`config.mk`:
```
export PLATFORM = sky130hd
export DESIGN_NAME = gray_counter_arbiter
export DESIGN_NICKNAME = d
export VERILOG_FILES = /design/src/rtl/gray_counter_arbiter.sv
export SDC_FILE = /design/constraint.sdc
export NUM_CORES = 1
export LEC_CHECK = 0
export ABC_AREA = 1
export BUFFER_PORTS_ARGS = -buffer_cell sky130_fd_sc_hd__buf_2
export CELL_PAD_IN_SITES_DETAIL_PLACEMENT = 1
export CELL_PAD_IN_SITES_GLOBAL_PLACEMENT = 1
export CORE_MARGIN = 1
export CORE_UTILIZATION = 33
export CTS_BUF_LIST = sky130_fd_sc_hd__clkbuf_4 sky130_fd_sc_hd__clkbuf_8 sky130_fd_sc_hd__clkbuf_16
export CTS_CLUSTER_DIAMETER = 150
export DETAILED_ROUTE_END_ITERATION = 16
export HOLD_SLACK_MARGIN = 0.05
export PLACE_DENSITY_LB_ADDON = 0.25
export SETUP_SLACK_MARGIN = 0.15
export SYNTH_ARGS = -nofsm -noshare
export SYNTH_HDL_FRONTEND = slang
export SYNTH_SLANG_ARGS = --single-unit
```
`constraint.sdc`:
```
create_clock -name clk -period 1.1 [get_ports clk]
set_input_delay 0.165 -clock clk [delete_from_list [all_inputs] [get_ports clk]]
set_output_delay 0.165 -clock clk [all_outputs]
set_load 0.02 [all_outputs]
```
`src/rtl/gray_counter_arbiter.sv`:
```
// rtl/gray_counter_arbiter.sv - two-requester round-robin arbiter driving a shared 3-bit Gray counter
`timescale 1ns/1ps
module gray_counter_arbiter #(
  parameter int STEP_W = 4
) (
  input  logic              clk,
  input  logic              reset,
  input  logic              req0,
  input  logic              req1,
  input  logic              dir0,
  input  logic              dir1,
  input  logic [STEP_W-1:0] steps0,
  input  logic [STEP_W-1:0] steps1,
  output logic [1:0]        gnt,
  output logic              busy,
  output logic              done,
  output logic [2:0]        Y
);

  typedef enum logic [1:0] {
    S_IDLE = 2'd0,
    S_RUN  = 2'd1,
    S_DONE = 2'd2
  } state_t;

  state_t              r_state;
  logic [2:0]          r_y;
  logic [1:0]          r_gnt;
  logic                r_busy;
  logic                r_done;
  logic                r_dir;
  logic [STEP_W-1:0]   r_rem;
  // r_prio = 1 means requester 1 wins a tie; cleared by reset so requester 0 wins first
  logic                r_prio;

  logic                w_any_req;
  logic                w_pick1;
  logic                w_sel_dir;
  logic [STEP_W-1:0]   w_sel_steps;
  logic                w_owner_req;
  logic [2:0]          w_y_next;

  // One Gray step: decode to binary, add or subtract one modulo 8, re-encode.
  // Re-encoding a modulo-8 binary count guarantees a single-bit change, wrap included.
  function automatic logic [2:0] gray_step(input logic [2:0] g, input logic up);
    logic [2:0] b;
    b[2] = g[2];
    b[1] = g[2] ^ g[1];
    b[0] = b[1] ^ g[0];
    b    = up ? (b + 3'd1) : (b - 3'd1);
    return b ^ {1'b0, b[2:1]};
  endfunction

  // Arbitration and next-value selection, all combinational from the current state
  always_comb begin
    w_any_req   = req0 | req1;
    w_pick1     = req1 & (~req0 | r_prio);
    w_sel_dir   = w_pick1 ? dir1 : dir0;
    w_sel_steps = w_pick1 ? steps1 : steps0;
    w_owner_req = r_gnt[0] ? req0 : req1;
    w_y_next    = gray_step(r_y, r_dir);
  end

  // Controller FSM with every output registered
  always_ff @(posedge clk or negedge reset) begin
    if (!reset) begin
      r_state <= S_IDLE;
      r_y     <= 3'b000;
      r_gnt   <= 2'b00;
      r_busy  <= 1'b0;
      r_done  <= 1'b0;
      r_dir   <= 1'b0;
      r_rem   <= '0;
      r_prio  <= 1'b0;
    end else begin
      case (r_state)
        S_IDLE: begin
          if (w_any_req) begin
            r_gnt  <= w_pick1 ? 2'b10 : 2'b01;
            r_dir  <= w_sel_dir;
            r_rem  <= w_sel_steps;
            r_busy <= 1'b1;
            if (w_sel_steps == '0) begin
              r_state <= S_DONE;
              r_done  <= 1'b1;
            end else begin
              r_state <= S_RUN;
            end
          end
        end
        S_RUN: begin
          if (!w_owner_req) begin
            // owner withdrew: finish without moving Y
            r_state <= S_DONE;
            r_done  <= 1'b1;
          end else begin
            r_y   <= w_y_next;
            r_rem <= r_rem - STEP_W'(1);
            if (r_rem == STEP_W'(1)) begin
              r_state <= S_DONE;
              r_done  <= 1'b1;
            end
          end
        end
        S_DONE: begin
          r_state <= S_IDLE;
          r_done  <= 1'b0;
          r_busy  <= 1'b0;
          r_gnt   <= 2'b00;
          r_prio  <= r_gnt[0];
        end
        default: begin
          r_state <= S_IDLE;
          r_done  <= 1'b0;
          r_busy  <= 1'b0;
          r_gnt   <= 2'b00;
        end
      endcase
    end
  end

  assign gnt  = r_gnt;
  assign busy = r_busy;
  assign done = r_done;
  assign Y    = r_y;

endmodule

```
# Yosys cells after proc, flatten, opt, wreduce, memory -nomap -nowiden
# Cells that the tools add are included.
[word_totals] output_inout_bits=7 register_bits=15 input_bits=14
[classes] addsub=3 n_reduce_logical=9 eq_ne=7 bitwise_logic=8 n_mux=22
[op_table] cell="$mux 2" count=6
[op_table] cell="$mux 4" count=3
[op_table] cell="$pmux 2 s2" count=2
[op_table] cell="$pmux 4 s2" count=1
[op_table] cell="$reduce_and 2->1" count=4
[op_table] cell="$mux 1" count=7
[op_table] cell="$ne 2x2->1 const B" count=3
[op_table] cell="$reduce_and 3->1" count=2
[op_table] cell="$eq 4x1->1 const B" count=1
[op_table] cell="$logic_not 4->1" count=1
[op_table] cell="$pmux 1 s2" count=2
[op_table] cell="$sub 4x1->4 const B" count=1
[op_table] cell="$add 3x1->3 const B" count=1
[op_table] cell="$mux 3" count=1
[op_table] cell="$ne 3x3->1 const B" count=1
[op_table] cell="$sub 3x1->3 const B" count=1
[op_table] cell="$xor 3x2->3" count=1
[op_table] cell="$eq 2x1->1 const B" count=1
[op_table] cell="$eq 2x2->1 const B" count=1
[op_table] cell="$logic_not 2->1" count=1
[op_table] cell="$not 1->1" count=2
[op_table] cell="$or 1x1->1" count=2
[op_table] cell="$reduce_bool 2->1" count=1
[op_table] cell="$xor 1x1->1" count=2
[op_table] cell="$and 1x1->1" count=1

# Longest topological paths before layout
[logic_depth] depth_word=8 ltp_mapped=11 ltp_nobuf=11

# Worst setup path after synthesis
# No wires, ideal clock.
[synth_timing] path_kind="register -> register" from="reg r_gnt[0], in the netlist gnt[0]" to="reg r_y[2], in the netlist Y[2]" arrival_time_ns=1.116 stages_incl_launch_ff=8 path_buffers=0 path_slack_ns=-0.147 cell_sequence="dfrtp_1 nand2_2 o21ai_2 nor2_4 nand2_1 nor2_2 nand2_2 xnor2_2"
[synth_via] elab_chain_cells=2
[synth_rtl] item="start, declared" line="28" rtl="logic [1:0] r_gnt;"
[synth_rtl] item="start signal, assigned" line="79" rtl="r_gnt <= w_pick1 ? 2'b10 : 2'b01;"
[synth_rtl] item="$mux 1" line="60" rtl="w_owner_req = r_gnt[0] ? req0 : req1;"
[synth_rtl] item="$reduce_and 2->1 (no source line)"
[synth_rtl] item="end signal, assigned" line="97" rtl="r_y <= w_y_next;"
[synth_rtl] item="end, declared" line="27" rtl="logic [2:0] r_y;"
# No other way between the ends.
# A chain may end at the register's enable or synchronous reset.

# Worst setup path after layout
[layout_timing] from="reg r_prio" to="reg r_done, in the netlist done"
[layout_via] elab_chain_cells=6
[layout_rtl] item="start, declared" line="34" rtl="logic r_prio;"
[layout_rtl] item="start signal, assigned" line="110" rtl="r_prio <= r_gnt[0];"
[layout_rtl] item="$or 1x1->1" line="57" rtl="w_pick1 = req1 & (~req0 | r_prio);"
[layout_rtl] item="$and 1x1->1" line="57"
[layout_rtl] item="$mux 4" line="59" rtl="w_sel_steps = w_pick1 ? steps1 : steps0;"
[layout_rtl] item="$logic_not 4->1" line="83" rtl="if (w_sel_steps == '0) begin"
[layout_rtl] item="$ne 2x2->1 (no source line)"
[layout_rtl] item="$reduce_and 3->1 (no source line)"
[layout_rtl] item="end signal, assigned" line="71" rtl="r_done <= 1'b0;"
[layout_rtl] item="end signal, assigned" line="85" rtl="r_done <= 1'b1;"
[layout_rtl] item="end signal, assigned" line="95" rtl="r_done <= 1'b1;"
[layout_rtl] item="end, declared" line="30" rtl="logic r_done;"
# No other way between the ends.

==> flow_metrics.env <==
export IMPL_yosys_warnings=0
export IMPL_fillerInstances=296
export IMPL_synth_avg_cell_area_um2=7.95
export IMPL_timing_worst_slew_pin_value_ns=0.354
export IMPL_vias_per_cell=4.85
export IMPL_critPathMostFrequentCell="sky130_fd_sc_hd__nand2_1"
export IMPL_run_status="finished with violations"
export IMPL_utilization=0.610
export IMPL_worst_slack_ns=-0.211
export IMPL_grt_total_usage=0.215
export IMPL_maximum_capacitance_violations=0
export IMPL_die_area_um2=2840
export IMPL_via_count=955
export IMPL_post_place_cells=176
export IMPL_cts_max_path_buffers=2
export IMPL_htree_num_levels=1
export IMPL_cts_buffers=3
export IMPL_setup_reg_to_reg_worst_slack_ns=-0.21
export IMPL_stdcell_count=197
export IMPL_maximum_achievable_frequency_mhz=763
export IMPL_worstSkewPairLatency_ns=0.30
export IMPL_cp_top_family="simple AND/OR/NAND/NOR gates"
export IMPL_p_leak_nw=0.763
export IMPL_slew_headroom=0.764
export IMPL_vdd_ir_drop_worst_mv=1.70
export IMPL_worstSetupPathType="reg -> reg"
export IMPL_timing_critical_path_from_type="flop"
export IMPL_global_route_wire_length_before_repair_um=4310
export IMPL_grt_antenna_before_repair=0
export IMPL_tritoncts="yes"
export IMPL_post_route_min_period_ns=1.31
export IMPL_maxSlewViolCount=0
export IMPL_rsz0062_at_grt="yes"
export IMPL_finalHoldWorstSlack_ns=0.202
export IMPL_finalSetupViolations=16
export IMPL_detail_route_antenna_nets=0
export IMPL_tritoncts_num_sinks=15
export IMPL_synthesis_instances=109
export IMPL_netlist_cell_type_count=24
export IMPL_fin_total_pwr_mw=4.74
export IMPL_cp_num_buf_inv=1
export IMPL_clock_root_buffer="sky130_fd_sc_hd__clkbuf_4"
export IMPL_setup_total_negative_slack_ns=-2.14
export IMPL_period_share=1.19
export IMPL_highest_count_cells_in_the_layout_ignoring_fill_and_taps="24 x sky130_fd_sc_hd__buf_4, 17 x sky130_fd_sc_hd__buf_6, 16 x sky130_fd_sc_hd__nand2_1, 13 x sky130_fd_sc_hd__dfrtp_1, 13 x sky130_fd_sc_hd__buf_2"
export IMPL_initial_core_util=0.350
export IMPL_post_synthesis_register_bit_count=15
export IMPL_post_place_ws_ns=-0.176
export IMPL_mappedNetlistArea_um2=867
export IMPL_cp_max_fo=5
export IMPL_rows=18
export IMPL_core_area_um2=2480
export IMPL_synth_seq_area_share=0.433
export IMPL_post_route_cells_drive_above_1_share=0.635
export IMPL_io_pin_count=21
export IMPL_dpl_instance_area_um2=1150
export IMPL_slowest_stage="sky130_fd_sc_hd__dfrtp_1"
export IMPL_stdcell_area_um2=1510
export IMPL_grt_pass1_vias=951
export IMPL_initialDrtViolationCount=8
export IMPL_final_seq_area_um2=378
export IMPL_cp_data_required_time_ns=1.30
export IMPL_failed_checks="negative setup slack"
export IMPL_count_of_buffers_inserted_at_the_top_level_ports=20
export IMPL_die_height_um=53.3
export IMPL_synth_nets=125
export IMPL_largest_net_degree_at_the_start_of_global_routing=16
export IMPL_synthToLayoutAreaGrowth_pct=74.3
export IMPL_detail_route_drc_violations=0
export IMPL_multi_input_area_um2=557
export IMPL_place_congestion=0.772
export IMPL_power_density_nw_per_um2=3140
export IMPL_antenna_cells_inserted=0
export IMPL_chipWidth_um=53.3
export IMPL_wire_per_inst_um=16.2
export IMPL_totalWireLength_um=3190
export IMPL_hold_path_class="in -> reg"
export IMPL_critical_path_endpoint_type="flop"
export IMPL_clock_skew_final_ns=0.0224
export IMPL_layout_cells_most_common="sky130_fd_sc_hd__buf_4"
export IMPL_fin_nets=184
export IMPL_critPathArrivalTime_ns=1.52
export IMPL_max_stage_delay_ns=0.35
export IMPL_cp_cell_sequence="inv_2, nand2_4, nand2_4, nand2_1, nand2_1, nor2_1, nand2_1, nand2_2, nand2_1, nand2_1, nand2_1"
export IMPL_overall_overflow_remaining_after_global_route=0
export IMPL_clk_transition_reported_paths_ns=0.12
export IMPL_finalHoldViolCount=0
export IMPL_hpwl_after_detailed_placement_um=1910
export IMPL_drt_pass1_iterations=4
==> sequential cells by signal, summed over array words and instances (netlist names) <==
register  count
r_rem         4
r_dir         1
r_state       2
busy          1
done          1
r_prio        1
Y             3
gnt           2
==> synthesized netlist by cell type <==
cell type | n | area (µm²)
sky130_fd_sc_hd__nor2_4 | 1 | 11.3
sky130_fd_sc_hd__o21ai_1 | 6 | 30.0
sky130_fd_sc_hd__xnor2_2 | 1 | 16.3
sky130_fd_sc_hd__inv_2 | 3 | 11.3
sky130_fd_sc_hd__nand2_2 | 5 | 31.3
sky130_fd_sc_hd__nor2_2 | 2 | 12.5
sky130_fd_sc_hd__ha_1 | 2 | 25.0
sky130_fd_sc_hd__nand2_1 | 25 | 93.8
sky130_fd_sc_hd__or2_2 | 1 | 6.26
sky130_fd_sc_hd__inv_1 | 13 | 48.8
sky130_fd_sc_hd__o31ai_1 | 1 | 7.51
sky130_fd_sc_hd__nand2_4 | 2 | 22.5
sky130_fd_sc_hd__buf_4 | 1 | 7.51
sky130_fd_sc_hd__nand3_1 | 8 | 40.0
sky130_fd_sc_hd__a21oi_1 | 2 | 10.0
sky130_fd_sc_hd__xnor2_1 | 2 | 17.5
sky130_fd_sc_hd__nor3_1 | 1 | 5.00
sky130_fd_sc_hd__o21ai_2 | 2 | 17.5
sky130_fd_sc_hd__a31oi_1 | 1 | 6.26
sky130_fd_sc_hd__o211ai_1 | 2 | 15.0
sky130_fd_sc_hd__o21ai_0 | 2 | 10.0
sky130_fd_sc_hd__nor2_1 | 9 | 33.8
sky130_fd_sc_hd__o22ai_1 | 2 | 12.5
sky130_fd_sc_hd__dfrtp_1 | 15 | 375
==> report_power, final <==
group	leakage (nW)	internal (mW)	switching, mW
Combinational	0.565	1.69	1.61
Clock	0.0177	0.135	0.210
Sequential	0.180	0.833	0.263
==> kinds of logic after synthesis <==
family                   after synthesis  synth area share
XOR/XNOR                               3            0.0390
AND/OR/NAND/NOR                       54             0.296
adder cells (fa/ha/maj)                2            0.0289
flip-flops                            15             0.433
AO/OA/AOI/OAI                         18             0.126
buffers and inverters                 17            0.0779
==> tightest hold or removal path, delay by kind of cell <==
kind                   cells  cell delay (ns)
and+or+nand+nor            1             0.12
buffers and inverters      1             0.10
AOI/OAI and AO/OA          1             0.07
==> repair_timing <==
action                     CTS  global route
hold buffers                 1             0
setup buffers                9             7
pin swaps                   14            16
hold endpoints to repair    15             0
resized for setup           31            26
setup endpoints to repair   21            22
==> layout make-up <==
cell class                      count  area share
Timing Repair Buffer               55       0.296
Clock inverter                      1     0.00331
Clock buffer                        3      0.0149
Tap cell                           30      0.0248
Multi-Input combinational cell     77       0.368
Sequential cell                    15       0.250
Inverter                           16      0.0430
==> per-layer routing <==
metal	global-route usage	share of wire	up-vias
met4	0.0526	0.022	0
met3	0.0517	0.025	6
li1	-	-	464
met1	0.260	0.43	469
met2	0.377	0.52	16
met5	0	0	-
==> final timing paths <==
check | cells after the start | from | end
setup / recovery | 11 | r_prio | done
hold / removal | 3 | dir0 | r_dir
setup reg to reg | 11 | r_prio | done
hold reg to reg | 2 | busy | busy
max in group asynchronous | 2 | reset | gnt[0]
min in group asynchronous | 2 | reset | r_rem[0]
(Power assumes the default switching activity.)
